===== config.mk =====
export PLATFORM = sky130hd
export DESIGN_NAME = mw_pipeline_stage
export DESIGN_NICKNAME = d
export VERILOG_FILES = /design/src/rtl/pipe_pkg.sv /design/src/rtl/pipe_slot.sv /design/src/rtl/mw_pipeline_stage.sv
export SDC_FILE = /design/constraint.sdc
export NUM_CORES = 1
export LEC_CHECK = 0
export CAP_MARGIN = 20
export CORE_ASPECT_RATIO = 1.1
export CORE_MARGIN = 3
export CORE_UTILIZATION = 35
export DETAILED_ROUTE_END_ITERATION = 6
export SLEW_MARGIN = 20
export SYNTH_ARGS = -nofsm -noshare
export SYNTH_HDL_FRONTEND = slang
export SYNTH_SLANG_ARGS = --single-unit

===== constraint.sdc =====
create_clock -name clk -period 4.8 [get_ports clk]
set_clock_uncertainty 0.2 [all_clocks]
set_input_delay 0.72 -clock clk [delete_from_list [all_inputs] [get_ports clk]]
set_output_delay 0.72 -clock clk [all_outputs]
set_load 0.03 [all_outputs]

===== src/rtl/pipe_pkg.sv =====
// Shared constants for flow-controlled pipeline stages: default field widths,
// the two-valid-bit state encoding and the payload width helper.
package pipe_pkg;

    localparam int CTRL_W   = 16;
    localparam int DATA_W   = 16;
    localparam int REGNUM_W = 4;
    localparam int SP_W     = 32;

    // State is literally {skid_valid, main_valid}; 2'b10 cannot occur.
    localparam logic [1:0] ST_EMPTY = 2'b00;
    localparam logic [1:0] ST_FULL  = 2'b01;
    localparam logic [1:0] ST_SKID  = 2'b11;

    function automatic int payload_width(input int ctrl_w, input int data_w,
                                         input int regnum_w, input int sp_w);
        return ctrl_w + 2 * data_w + regnum_w + sp_w;
    endfunction

endpackage


===== src/rtl/pipe_slot.sv =====
// One pipeline holding slot: a valid bit plus payload register. Clear wins over
// load and drops only the valid bit, so the payload keeps its last value.
module pipe_slot
    import pipe_pkg::*;
#(
    parameter int WIDTH = payload_width(CTRL_W, DATA_W, REGNUM_W, SP_W)
) (
    input  logic             clk,
    input  logic             reset,
    input  logic             load,
    input  logic             clear,
    input  logic [WIDTH-1:0] d,
    output logic             valid,
    output logic [WIDTH-1:0] q
);

    // NOTE: state updates use <= so every flop samples pre-edge values; = here would create ordering races.
    // NOTE: the payload is reset too, because a reset stage must present all-zero outputs.
    always_ff @(posedge clk or negedge reset) begin
        if (!reset) begin
            valid <= 1'b0;
            q     <= '0;
        end else if (clear) begin
            valid <= 1'b0;
        end else if (load) begin
            valid <= 1'b1;
            q     <= d;
        end
    end

endmodule


===== src/rtl/mw_pipeline_stage.sv =====
// Memory/Writeback pipeline register with valid/ready handshake, one-entry skid
// buffer, flush and bubble control-zeroing. Define MW_PIPELINE_STAGE_STATS_EN for stall/bubble counters.
module mw_pipeline_stage
    import pipe_pkg::*;
#(
    parameter int NUMBER_CONTROL_SIGNALS = CTRL_W,
    parameter int DATA_WIDTH             = DATA_W,
    parameter int REG_NUM_WIDTH          = REGNUM_W,
    parameter int SP_WIDTH               = SP_W
) (
    input  logic                              clk,
    input  logic                              reset,
    input  logic                              flush_IN,
    input  logic                              valid_IN,
    output logic                              ready_OUT,
    input  logic [NUMBER_CONTROL_SIGNALS-1:0] control_sinals_IN,
    input  logic [DATA_WIDTH-1:0]             result_IN,
    input  logic [REG_NUM_WIDTH-1:0]          reg_dst_num_IN,
    input  logic [DATA_WIDTH-1:0]             reg_dst_value_IN,
    input  logic [SP_WIDTH-1:0]               sp_Reg_IN,
    output logic                              valid_OUT,
    input  logic                              ready_IN,
    output logic [NUMBER_CONTROL_SIGNALS-1:0] control_sinals_OUT,
    output logic [DATA_WIDTH-1:0]             result_OUT,
    output logic [REG_NUM_WIDTH-1:0]          reg_dst_num_OUT,
    output logic [DATA_WIDTH-1:0]             reg_dst_value_OUT,
    output logic [SP_WIDTH-1:0]               sp_Reg_OUT
`ifdef MW_PIPELINE_STAGE_STATS_EN
    ,
    output logic [15:0]                       stall_count_OUT,
    output logic [15:0]                       bubble_count_OUT
`endif
);

    localparam int PW = payload_width(NUMBER_CONTROL_SIGNALS, DATA_WIDTH, REG_NUM_WIDTH, SP_WIDTH);

    logic [PW-1:0] payload_in;
    logic [PW-1:0] main_d;
    logic [PW-1:0] main_q;
    logic [PW-1:0] skid_q;
    logic          main_valid;
    logic          skid_valid;
    logic          main_load;
    logic          main_clear;
    logic          main_sel_skid;
    logic          skid_load;
    logic          skid_clear;
    logic          up_xfer;
    logic          down_xfer;
    logic [1:0]    state;
    logic [NUMBER_CONTROL_SIGNALS-1:0] ctrl_q;

    assign payload_in = {control_sinals_IN, result_IN, reg_dst_num_IN, reg_dst_value_IN, sp_Reg_IN};

    assign ready_OUT = !skid_valid;
    assign valid_OUT = main_valid;
    assign up_xfer   = valid_IN && ready_OUT;
    assign down_xfer = main_valid && ready_IN;
    assign state     = {skid_valid, main_valid};

    // NOTE: every strobe gets a default before the case, so no path leaves one unassigned (no latches).
    always_comb begin
        main_load     = 1'b0;
        main_clear    = 1'b0;
        main_sel_skid = 1'b0;
        skid_load     = 1'b0;
        skid_clear    = 1'b0;
        case (state)
            ST_EMPTY: main_load = up_xfer;
            ST_FULL: begin
                if (down_xfer && up_xfer) main_load  = 1'b1;
                else if (down_xfer)       main_clear = 1'b1;
                else if (up_xfer)         skid_load  = 1'b1;
            end
            ST_SKID: begin
                if (down_xfer) begin
                    main_load     = 1'b1;
                    main_sel_skid = 1'b1;
                    skid_clear    = 1'b1;
                end
            end
            default: skid_clear = 1'b1;
        endcase
        // Flush overrides every transfer; slot clears take priority over loads.
        if (flush_IN) begin
            main_clear = 1'b1;
            skid_clear = 1'b1;
        end
    end

    assign main_d = main_sel_skid ? skid_q : payload_in;

    pipe_slot #(.WIDTH(PW)) u_main (
        .clk   (clk),
        .reset (reset),
        .load  (main_load),
        .clear (main_clear),
        .d     (main_d),
        .valid (main_valid),
        .q     (main_q)
    );

    pipe_slot #(.WIDTH(PW)) u_skid (
        .clk   (clk),
        .reset (reset),
        .load  (skid_load),
        .clear (skid_clear),
        .d     (payload_in),
        .valid (skid_valid),
        .q     (skid_q)
    );

    assign {ctrl_q, result_OUT, reg_dst_num_OUT, reg_dst_value_OUT, sp_Reg_OUT} = main_q;
    // Bubbles carry zero control so no write-enable fires downstream.
    assign control_sinals_OUT = main_valid ? ctrl_q : '0;

`ifdef MW_PIPELINE_STAGE_STATS_EN
    always_ff @(posedge clk or negedge reset) begin
        if (!reset) begin
            stall_count_OUT  <= '0;
            bubble_count_OUT <= '0;
        end else if (flush_IN) begin
            stall_count_OUT  <= '0;
            bubble_count_OUT <= '0;
        end else begin
            if (main_valid && !ready_IN && stall_count_OUT != 16'hFFFF)
                stall_count_OUT <= stall_count_OUT + 16'd1;
            if (!main_valid && bubble_count_OUT != 16'hFFFF)
                bubble_count_OUT <= bubble_count_OUT + 16'd1;
        end
    end
`endif

endmodule


==> results.cfg <==
[sta]
rsz0062_at_grt = false
finalCritPeriodShare_pct = 62.2
setup_viol = 0
final-max-slew-violation-count = 0
fmax_ghz = 0.335
worstMarginPinSlew_ps = 762
relSlewSlack_pct = 49.2
finalCriticalPeriod_ps = 2980
hold_violations = 0
fin_tns_setup_ps = 0

[power]
p_sw_mw = 1.23
ir_drop_mv = 0.210
p_total_mw = 4.25
power.share.switching_pct = 28.9
p_leak_nw = 4.20
p_seq_share_pct = 44.9
pwr-share-comb_pct = 23.6
internal-power_mw = 3.02
power_density_mw_per_mm2 = 421
p_clk_share_pct = 31.5

[placement]
dp_cells = 925
port_buffers = 174
dp_hpwl_um = 10600
gp_congestion = 0.737

[clocking]
cts_made_buffers = 17
clkSlewWorstSetupHoldPaths_ps = 70
cts_root_buf = clkbuf_16
post_cts_buffers = 0
cts_hold_repair.buffers = 0
clkLatencyLatePin_ps = 420
cts_resized = 0
cts_max_path_buffers = 2
cts_sinks = 170
cts_tree = done
htreeDepth = 4

[floorplan]
die_h_um = 165
core_mm2 = 0.0223
die_w_um = 151
num_rows = 57
boundaryPins = 175
initial_utilization_pct = 36.1
die-area_mm2 = 0.0249

[global_route]
grt_usage_pct = 13.4
first_global_vias = 4918
grt_pass1_wl_um = 26100
grt-ovfl-total = 0
grt_max_degree = 95
antenna_found_initial = 0

[synthesis]
synth_top_area_cell = dfrtp_1
yosysWarnings = 0
syn_inst = 547
synth_seq_area_share_pct = 52.8
synth_top_area_share_pct = 52.8
synth.area.top_cells = dfrtp_1, mux2_2, mux2_1, buf_4, mux2_4
synth_edf_count = 0
ys_ff_latch = 170
netlist_area_mm2 = 0.00805
ys.flop_type = dfrtp_1
syn_avg_cell_area_um2 = 14.7
synth_common_cells = dfrtp_1, mux2_2, mux2_1
syn-num-nets = 636
synthArstFlopShare_pct = 100
yosysMostFrequentCell = dfrtp_1
synthDistinctLibCells = 19

[setup_path]
start_kind = flop
cp-end-kind = output pin
cp_data_required_time_ps = 3880
worstPathArrival_ps = 2060
crit_fanout = 21
critPathKind = reg2out

[layout]
fill_cells = 2001
syn_to_final_growth_pct = 25.4
final-seq-area_mm2 = 0.00425
postLayoutCoreUtil_pct = 45.2
finalNetCount = 738
finalNonFillerCells = 956
drive_above_1_share_pct = 27.4
multiInputGateArea_mm2 = 0.00308
diodes = 0

[drt]
drt-total-wl_um = 16100
first_pass_iters = 4
ant_nets = 0
drc_errors = 0
drt_iter0_drc = 102
wl_per_cell_um = 16.9
viasPerCell = 4.68
vias = 4473

[run]
drv_cap = 0

[status]
status = finished, final reports clean

[hold_path]
worst_hold_path_type = in2async
## flip-flops by register name, summed over array words and instances (netlist names)
signal        flops
u_main.q         84
u_main.valid      1
u_skid.q         84
u_skid.valid      1
## stage by stage
| step | area (um^2) | setup WS (ps) | hold WS, ps |
|---|---|---|---|
| floorplan | 8050 | 2670 | 224 |
| global placement | 9530 | 1440 | 266 |
| detailed placement | 9530 | 1370 | 275 |
| CTS | 10100 | 1740 | 142 |
| global route | 10100 | 1610 | 156 |
| finish | 10100 | 1820 | 128 |
## critical path, cell delays in order, from the launching register on
cell	delay, ps
dfrtp_1	730
and2_1	230
clkdlybuf4s50_1	690
## cells in the final DEF, fill, tap and decap left out, drive strengths merged
cell type      instances
clkbuf                18
a21oi                  1
clkdlybuf4s50        173
dfrtp                170
nor3b                  1
bufinv                 1
and2                  16
nand3                  2
mux2                 252
inv                    9
nor2b                  2
buf                    7
clkinvlp               2
nor2                   1
a2111oi                1
nand2                  1
a21o                   1
clkinv                 3
## metal layers
metal,up-vias,global-route usage [%],routed length (um)
li1,2053,-,-
met1,2279,17.8,7400
met2,127,21.4,7590
met3,14,4.26,944
met4,0,3.59,181
met5,-,0,0
## final timing paths
path | to | depth (start not counted) | from | slack (ps)
max | control_sinals_OUT[13] | 2 | u_main.valid | 1820
min | u_main.q[32] | 1 | reset | 130
max reg2reg | u_main.q[69] | 4 | u_main.valid | 1900
min reg2reg | u_skid.q[42] | 1 | u_skid.q[42] | 290
max in group asynchronous | u_main.q[14] | 2 | reset | 3310
min in group clk | u_skid.q[42] | 1 | u_skid.q[42] | 290
## cells by family (layout without fill, tap and decap cells)
family	count (synthesis)	in the layout	synth area share, %
compound gates	3	3	0.497
flops	170	170	52.8
buf+inv	99	213	9.21
simple gates	23	23	1.77
mux	252	252	35.7
## final cells by class
| type | instances | area share, % |
|---|---|---|
| sequential | 170 | 42.1 |
| multi-input combinational | 278 | 30.5 |
| timing repair buffer | 180 | 18.0 |
| clock buffer | 18 | 4.35 |
| tap | 295 | 3.65 |
| clock inverter | 13 | 1.33 |
| inverter | 2 | 0.0743 |
## power by group through the flow
stage	Clock [mW]	Combinational [mW]	Sequential, mW
after floorplan	0	0.772	1.88
after global placement	0	0.997	1.92
after detailed placement	0	1.02	1.94
after CTS	1.39	1.02	1.91
after global routing	1.45	1.08	1.95
final	1.34	1.00	1.91
(Power assumes the default switching activity.)
